[src/rtl/light_rx_controller_pkg.sv]
// Shared definitions for the optical receive path: frame width, RX FSM encodings, FIFO depth.
package light_rx_controller_pkg;

  localparam int FRAME_SIZE    = 8;
  localparam int RX_FIFO_DEPTH = 4;

  typedef enum logic [2:0] {
    RX_OFF   = 3'd0,
    RX_FLUSH = 3'd1,
    RX_ARM   = 3'd2,
    RX_WAIT  = 3'd3,
    RX_CAPT  = 3'd4
  } rx_state_t;

endpackage

[src/rtl/light_rx_fifo.sv]
// Small frame queue (FRAME_W x DEPTH) with push/pop, full/empty and a combinational head.
module light_rx_fifo #(
  parameter int FRAME_W = 8,
  parameter int DEPTH   = 4
) (
  input  logic               clock,
  input  logic               reset,
  input  logic               push,
  input  logic               pop,
  input  logic [FRAME_W-1:0] wdata,
  output logic [FRAME_W-1:0] head,
  output logic               full,
  output logic               empty
);

  localparam int AW = $clog2(DEPTH);
  localparam int CW = $clog2(DEPTH + 1);

  logic [DEPTH-1:0][FRAME_W-1:0] mem;
  logic [AW-1:0]                 wr_ptr, rd_ptr;
  logic [CW-1:0]                 count;
  logic                          do_push, do_pop;

  assign empty   = (count == '0);
  assign full    = (count == CW'(DEPTH));
  // A pop in the same cycle frees the slot, so a push into a full queue still lands.
  assign do_pop  = pop & ~empty;
  assign do_push = push & (~full | do_pop);
  assign head    = empty ? '0 : mem[rd_ptr];

  always_ff @(posedge clock) begin
    if (reset) begin
      wr_ptr <= '0;
      rd_ptr <= '0;
      count  <= '0;
    end else begin
      if (do_push) wr_ptr <= wr_ptr + AW'(1);
      if (do_pop)  rd_ptr <= rd_ptr + AW'(1);
      case ({do_push, do_pop})
        2'b10:   count <= count + CW'(1);
        2'b01:   count <= count - CW'(1);
        default: count <= count;
      endcase
    end
  end

  always_ff @(posedge clock) begin
    if (do_push) mem[wr_ptr] <= wdata;
  end

endmodule

[src/rtl/light_rx_controller.sv]
// Optical RX sequencer: decoder reset ownership, frame capture on irq edge, queueing, drop counters.
// Optional even-parity frame check enabled by defining LIGHTIO_RX_PARITY_EN.
module light_rx_controller
  import light_rx_controller_pkg::*;
#(
  parameter int FRAME_W = FRAME_SIZE,
  parameter int DEPTH   = RX_FIFO_DEPTH,
  parameter int CNT_W   = 8
) (
  input  logic               clock,
  input  logic               reset,
  input  logic               enable,
  input  logic [FRAME_W-1:0] dec_data,
  input  logic               dec_irq,
  output logic               dec_reset,
  output logic [FRAME_W-1:0] out_data,
  output logic               out_valid,
  input  logic               out_ready,
  output logic [CNT_W-1:0]   overrun_count,
  output logic [CNT_W-1:0]   err_count
);

  rx_state_t state, state_nx;
  logic      irq_q, rise;
  logic      capt, par_ok, push_req, drop;
  logic      full, empty;

  assign rise = dec_irq & ~irq_q;

  always_ff @(posedge clock) begin
    if (reset) begin
      state <= RX_OFF;
      irq_q <= 1'b0;
    end else begin
      state <= state_nx;
      irq_q <= dec_irq;
    end
  end

  always_comb begin
    state_nx = state;
    case (state)
      RX_OFF:   if (enable) state_nx = RX_FLUSH;
      RX_FLUSH: state_nx = RX_ARM;
      RX_ARM:   if (rise) state_nx = RX_WAIT;
      RX_WAIT:  state_nx = RX_CAPT;
      RX_CAPT:  state_nx = RX_ARM;
      default:  state_nx = RX_OFF;
    endcase
    if (!enable) state_nx = RX_OFF;
  end

  assign dec_reset = reset | (state == RX_OFF) | (state == RX_FLUSH);

  // A frame still in flight when enable drops is abandoned, not pushed.
  assign capt = (state == RX_CAPT) & enable;

`ifdef LIGHTIO_RX_PARITY_EN
  assign par_ok = ~^dec_data;

  always_ff @(posedge clock) begin
    if (reset) err_count <= '0;
    else if (capt && !par_ok && err_count != '1) err_count <= err_count + CNT_W'(1);
  end
`else
  assign par_ok    = 1'b1;
  assign err_count = '0;
`endif

  assign push_req = capt & par_ok;
  // Full with a same-cycle pop is not a drop; full implies non-empty so out_ready alone decides.
  assign drop     = push_req & full & ~out_ready;

  always_ff @(posedge clock) begin
    if (reset) overrun_count <= '0;
    else if (drop && overrun_count != '1) overrun_count <= overrun_count + CNT_W'(1);
  end

  light_rx_fifo #(.FRAME_W(FRAME_W), .DEPTH(DEPTH)) u_fifo (
    .clock (clock),
    .reset (reset),
    .push  (push_req),
    .pop   (out_ready),
    .wdata (dec_data),
    .head  (out_data),
    .full  (full),
    .empty (empty)
  );

  assign out_valid = ~empty;

endmodule

[config.mk]
export PLATFORM = sky130hd
export DESIGN_NAME = light_rx_controller
export DESIGN_NICKNAME = d
export VERILOG_FILES = /design/src/rtl/light_rx_controller_pkg.sv /design/src/rtl/light_rx_fifo.sv /design/src/rtl/light_rx_controller.sv
export SDC_FILE = /design/constraint.sdc
export NUM_CORES = 1
export LEC_CHECK = 0
export ABC_CLOCK_PERIOD_IN_PS = 2650
export CAP_MARGIN = 20
export CORE_ASPECT_RATIO = 1.2
export CORE_MARGIN = 2
export CORE_UTILIZATION = 45
export CTS_CLUSTER_DIAMETER = 200
export DETAILED_ROUTE_END_ITERATION = 10
export HOLD_SLACK_MARGIN = 0.06
export PLACE_DENSITY = 0.7
export SLEW_MARGIN = 20
export SYNTH_ARGS = -nofsm -noshare
export SYNTH_HDL_FRONTEND = slang
export SYNTH_SLANG_ARGS = --single-unit
[constraint.sdc]
create_clock -name clock -period 2.65 [get_ports clock]
set_input_delay 0.3975 -clock clock [delete_from_list [all_inputs] [get_ports clock]]
set_output_delay 0.3975 -clock clock [all_outputs]
set_load 0.005 [all_outputs]
==> results.py, run 1 <==
metrics = {
    "timing": {
        "skew_ps": 6.927,
        "drv_slew": 0,
        "fin_crit_ps": 2316,
        "rsz0062_at_grt": "false",
        "finalSetupViolations": 0,
        "tns_ps": 0,
        "clock.fmax_mhz": 431.9,
        "final_hold_viol_count": 0,
        "fin_crit_sh": 0.8738,
    },
    "global_route": {
        "grt_pass1_vias": 1317,
        "grt_max_degree": 19,
        "grt_overflow": 0,
        "antenna_found_initial": 0,
        "grt_pass1_wl_microns": 6279,
        "track_usage": 0.1565,
    },
    "logic_synthesis": {
        "yosysWarnings": 0,
        "synth_top_family_by_area": "simple AND/OR/NAND/NOR gates",
        "synth_fa_ha_area_frac": 0.04222,
        "yosysTopAreaCell": "edfxtp_1",
        "synth_top_area_frac": 0.4267,
        "ys_seq_area_frac": 0.5956,
        "syn_area_sq_mm": 0.002252,
        "synth_area_leaders": "edfxtp_1, dfxtp_1, mux4_2",
        "synth_mux_area_frac": 0.09333,
        "synth_seq_cells": 51,
        "synth_compound_area_frac": 0.04389,
        "yosys.area_share.simple": 0.1433,
        "syn_inst": 168,
        "synth_area_per_cell_sq_um": 13.41,
        "yosysUniqueCellTypes": 36,
        "synth_xor_area_frac": 0.03111,
    },
    "floorplan": {
        "rows": 28,
        "pin_count": 39,
        "fp.coreArea_sq_mm": 0.004870,
        "die_h_microns": 81.50,
        "initial_core_util": 0.4625,
        "die-area_sq_mm": 0.005589,
        "die_w_microns": 68.58,
    },
    "setup_path": {
        "ff2ff_path_depth": 9,
        "timing_worst_setup_path_type": "reg -> out",
        "worst-path-stages": 4,
        "path_cells": "buf_4 -> mux4_2 -> and2_1 -> clkdlybuf4s50_1",
        "critPathBufInv": 2,
        "cp.arrival_ps": 1920,
        "worstPathRequired_ps": 2250,
        "end_kind": "output port",
        "r2r-start": "state[1]",
        "critPathSlowestCell": "mux4_2",
        "crit_start": "u_fifo.rd_ptr[0]",
        "start_kind": "flop",
        "critPathMaxFanout": 6,
        "cpPeakStageDelay_ps": 510,
        "crit_family": "buffers and inverters",
    },
    "cells_and_area": {
        "area_delta_synth_final_pct": 20.06,
        "final_cell_count_no_fill": 266,
        "final_cell_mix": "edfxtp_1, clkdlybuf4s50_1, dfxtp_1, and2_1, nor2_1",
        "final_common_cell": "edfxtp_1",
        "nets": 225,
        "antennaDiodeCount": 0,
        "drive_above_1_share": 0.1165,
    },
    "route": {
        "ant_nets": 0,
        "drt-initial-drc-count": 39,
        "vias": 1349,
        "wirelength_microns": 3874,
        "wl_per_cell_microns": 14.56,
        "viasPerCell": 5.071,
        "drc": 0,
        "first_pass_iters": 4,
    },
    "clock_network": {
        "clk-insertion-delay-late_ps": 300,
        "cts_resized": 0,
        "clock_sinks": 51,
        "clk_pin_slew_worst_paths_ps": 80,
        "cts_htree_levels": 2,
        "cts_buffers": 5,
        "clockRootBuffer": "clkbuf_8",
        "clockBufferDepth": 2,
        "cts_tree": "built",
        "holdBufCountCts": 0,
        "post_cts_buffers": 0,
    },
    "placed_design": {
        "place_congestion": 0.8051,
        "numPortBuffers": 30,
        "placedCellCount": 258,
        "dp_hpwl_microns": 2822,
    },
    "power_and_ir_drop": {
        "power_per_cell_area_mw_per_mm2": 481.2,
        "power_leakage_nw": 0.9224,
        "peakVddDrop_uv": 301.7,
    },
    "hold_path": {
        "min_path_cells": 2,
        "min_path_type": "reg -> reg",
        "hp-start": "state[0]",
    },
    "run": {
        "cap_violations": 0,
    },
    "run_status": {
        "outcome": "completed",
    },
}
-- cell families after synthesis --
kind of cell,count (synthesis)
DFF,51
and+or+nand+nor,55
AOI/OAI and AO/OA,14
other,1
buffers and inverters,21
xor gates and xnor gates,8
muxes,11
adders and majority gates,7
-- final timing paths --
kind                                   endpoint  slack [ps]
worst max-delay path                out_data[7]         330
worst min-delay path                   state[2]         520
worst max register to register  u_fifo.count[2]         430
worst min register to register         state[2]         520
-- per-stage QoR --
stage	hold slack (ps)	instance area, sq um	setup slack [ps]	util	total power, mW
floorplan	453.1	2278	366.5	-	0.8851
global placement	467.3	2623	150.3	0.5385	0.9028
finish	518.2	2704	334.5	0.5552	1.301
global route	542.9	2704	220.5	0.5552	1.349
CTS	508.7	2704	312.5	0.5552	1.312
detailed placement	488.6	2623	22.53	0.5385	0.9050
-- report_power, final --
group	switching (mW)	internal (mW)
Sequential	0.00271	0.843
Combinational	0.0185	0.0222
Clock	0.230	0.185
Total	0.251	1.05
-- metal layers --
metal | vias to the layer above | wire length, microns | share of wire | global-route usage
met5 | - | 0 | 0 | 0
met4 | 0 | 51 | 0.013 | 0.05400
met3 | 4 | 151 | 0.039 | 0.03973
met2 | 27 | 2093 | 0.54 | 0.2654
met1 | 655 | 1578 | 0.41 | 0.1916
li1 | 663 | - | - | -
-- flip-flops by register name (all words and copies together), names as in the netlist --
name           cells
irq_q              1
overrun_count      8
state              3
u_fifo.count       3
u_fifo.mem        32
u_fifo.rd_ptr      2
u_fifo.wr_ptr      2
-- synthesized netlist by cell type --
master     count
a2111oi_0      1
a211oi_1       1
a21oi_1        4
and2_1        14
and3_1         2
and4_1         1
and4bb_2       1
buf_1          1
buf_2          1
buf_4          8
clkbuf_1       4
conb_1         1
dfxtp_1       19
edfxtp_1      32
fa_1           1
ha_1           6
inv_1          7
mux2i_1        3
mux4_2         8
nand2_1        5
nand2b_1       2
nand3_1        3
nand4_1        4
nor2_1        12
nor2b_1        3
nor3_1         2
nor4b_4        1
o2111ai_1      1
o211ai_4       1
o21ai_0        5
o21bai_1       1
or2_0          1
or3_1          3
or4_1          1
xnor2_1        2
xor2_1         6
-- worst register-to-register path, cell delays in order (launching register included) --
cell      delay (ps)
dfxtp_1          430
and4bb_2         280
nor2b_1          150
inv_1             60
ha_1             160
inv_1             60
fa_1             370
xor2_1           160
or3_1            320
a21oi_1          170
-- cell type report --
class	instances	area, sq um
timing repair buffer	37	352.8
inverter	7	26.28
fill	416	2166
sequential	51	1341
clock inverter	1	5.005
tap	60	75.07
multi-input combinational	103	827.0
clock buffer	7	76.32
Note: power is estimated with default switching activity, not from simulation.
==> inputs of run 2 (changes only) <==
Settings changed: CELL_PAD_IN_SITES_DETAIL_PLACEMENT set to 2, CELL_PAD_IN_SITES_GLOBAL_PLACEMENT set to 2, CORE_UTILIZATION 45 to 35, PLACE_DENSITY 0.7 to not set, PLACE_DENSITY_LB_ADDON set to 0.1.
==> run 2 against run 1 <==
Effect of this change: critical path depth stayed put; sequential cell count stayed put; utilization is 12 points lower; die area is 27% higher; final cell count is 9.0% higher; final area is 1.9% higher; clock skew is 3.0 ps higher; critical endpoint unchanged; largest cell class unchanged.
==> results.py, run 2 (synthesis results as in run 1) <==
metrics = {
    "run_status": {
        "outcome": "completed",
    },
    "timing": {
        "fin_crit_sh": 0.9071,
        "finalSetupViolations": 0,
        "clock.fmax_mhz": 416.0,
        "tns_ps": 0,
        "final_hold_viol_count": 0,
        "relSlewSlack": 0.6670,
        "rsz0062_at_grt": "false",
        "fin_crit_ps": 2404,
        "worst_pin_slew_ps": 498.9,
        "drv_slew": 0,
        "skew_ps": 9.893,
    },
    "setup_path": {
        "timing_worst_setup_path_type": "reg -> out",
        "crit_start": "u_fifo.rd_ptr[0]",
        "endpoint": "out_data[7]",
        "cp.arrival_ps": 2010,
        "ff2ff_path_depth": 9,
        "r2r-end": "u_fifo.count[2]",
        "end_kind": "output port",
        "critPathMaxFanout": 10,
        "r2r-start": "state[1]",
        "start_kind": "flop",
        "ff2ff_setup_slack_ps": 430,
        "worstPathRequired_ps": 2250,
    },
    "cells_and_area": {
        "antennaDiodeCount": 0,
        "nets": 224,
        "regMostFlops": "u_fifo.mem",
        "reg.largest.list": "u_fifo.mem (32), overrun_count (8)",
        "drive_above_1_share": 0.1171,
        "final_common_cell": "edfxtp_1",
        "fin_area_sq_mm": 0.002756,
        "final_cell_mix": "edfxtp_1, clkdlybuf4s50_1, dfxtp_1, and2_1, nor2_1",
        "area_delta_synth_final_pct": 22.39,
        "num-fill-cells": 668,
        "largest_reg_flops": 32,
    },
    "clock_network": {
        "clockRootBuffer": "clkbuf_8",
        "cts_buffers": 5,
        "cts_htree_levels": 2,
        "holdBufCountCts": 0,
        "cts_resized": 0,
        "post_cts_buffers": 0,
        "clk-insertion-delay-late_ps": 310,
        "cts_tree": "built",
        "clk_pin_slew_worst_paths_ps": 90,
        "clockBufferDepth": 2,
        "clock_sinks": 51,
    },
    "power_and_ir_drop": {
        "power_per_cell_area_mw_per_mm2": 519.3,
        "peakVddDrop_uv": 186.5,
        "power_leakage_nw": 0.9300,
    },
    "placed_design": {
        "place_congestion": 0.6677,
        "dp_hpwl_microns": 3831,
        "numPortBuffers": 30,
        "placed_area_sq_mm": 0.002646,
    },
    "global_route": {
        "grt_overflow": 0,
        "antenna_found_initial": 0,
        "grt_pass1_vias": 1623,
        "grt_pass1_wl_microns": 8390,
        "grt_max_degree": 19,
        "track_usage": 0.1544,
    },
    "floorplan": {
        "fp.coreArea_sq_mm": 0.006326,
        "die_h_microns": 91.87,
        "initial_core_util": 0.3560,
        "die_w_microns": 77.23,
        "rows": 32,
        "pin_count": 39,
        "die-area_sq_mm": 0.007095,
    },
    "route": {
        "drt-initial-drc-count": 83,
        "wl_per_cell_microns": 17.50,
        "wirelength_microns": 5076,
        "ant_nets": 0,
        "viasPerCell": 4.886,
        "drc": 0,
        "first_pass_iters": 4,
        "vias": 1417,
    },
    "hold_path": {
        "min_path_type": "reg -> reg",
    },
    "run": {
        "cap_violations": 0,
    },
}
-- run 2: cell count changes in the layout (fill, tap and decap cells not counted) --
cell	change
buf_4	-1
clkinvlp_2	-1
clkinvlp_4	+1
clkbuf_1	-1
bufinv_16	+1
-- run 2: power breakdown --
part	internal, mW	switching [mW]
combinational	0.0222	0.0205
clock	0.282	0.261
sequential	0.844	0.00256
-- run 2: metal layers --
metal / routed length, microns / global-route usage
met5: 0 / 0
met4: 33 / 0.04911
met3: 139 / 0.02756
met2: 3002 / 0.3080
met1: 1900 / 0.1594
-- run 2: worst min-delay path by stage --
stage | endpoint | from | slack, ps | cells after the start
final | state[2] | state[0] | 530 | 2
after detailed placement | state[2] | state[2] | 520 | 1
after global routing | state[2] | state[2] | 560 | 1
after CTS | state[2] | state[0] | 530 | 2
after floorplan | state[2] | state[0] | 450 | 2
after global placement | state[2] | state[0] | 460 | 2
-- run 2: critical path, cell delays in order, from the launching register on --
cell and delay (ps):
dfxtp_1 320, buf_4 230, mux4_2 540, and2_1 180
clkdlybuf4s50_1 450
-- run 2: area by class of cell --
class / count / area [sq um] / area share
Timing Repair Buffer: 36 / 345.3 / 0.1253
Clock buffer: 6 / 72.57 / 0.02633
Inverter: 7 / 26.28 / 0.009532
Sequential cell: 51 / 1341 / 0.4866
Multi-Input combinational cell: 103 / 827.0 / 0.3000
Tap cell: 85 / 106.4 / 0.03858
Clock inverter: 2 / 37.54 / 0.01362
-- run 2: per-stage QoR --
stage / setup slack [ps] / std cells / power [mW] / utilization / hold WS (ps)
6_report: 246.2 / 290 / 1.431 / 0.4357 / 526.6
2_1_floorplan: 366.5 / 175 / 0.8851 / - / 453.1
3_5_place_dp: 24.71 / 282 / 0.9069 / 0.4183 / 517.4
4_1_cts: 186.1 / 290 / 1.451 / 0.4357 / 534.2
5_1_grt: 151.1 / 290 / 1.487 / 0.4357 / 559.1
3_3_place_gp: 135.4 / 282 / 0.9035 / 0.4183 / 462.4
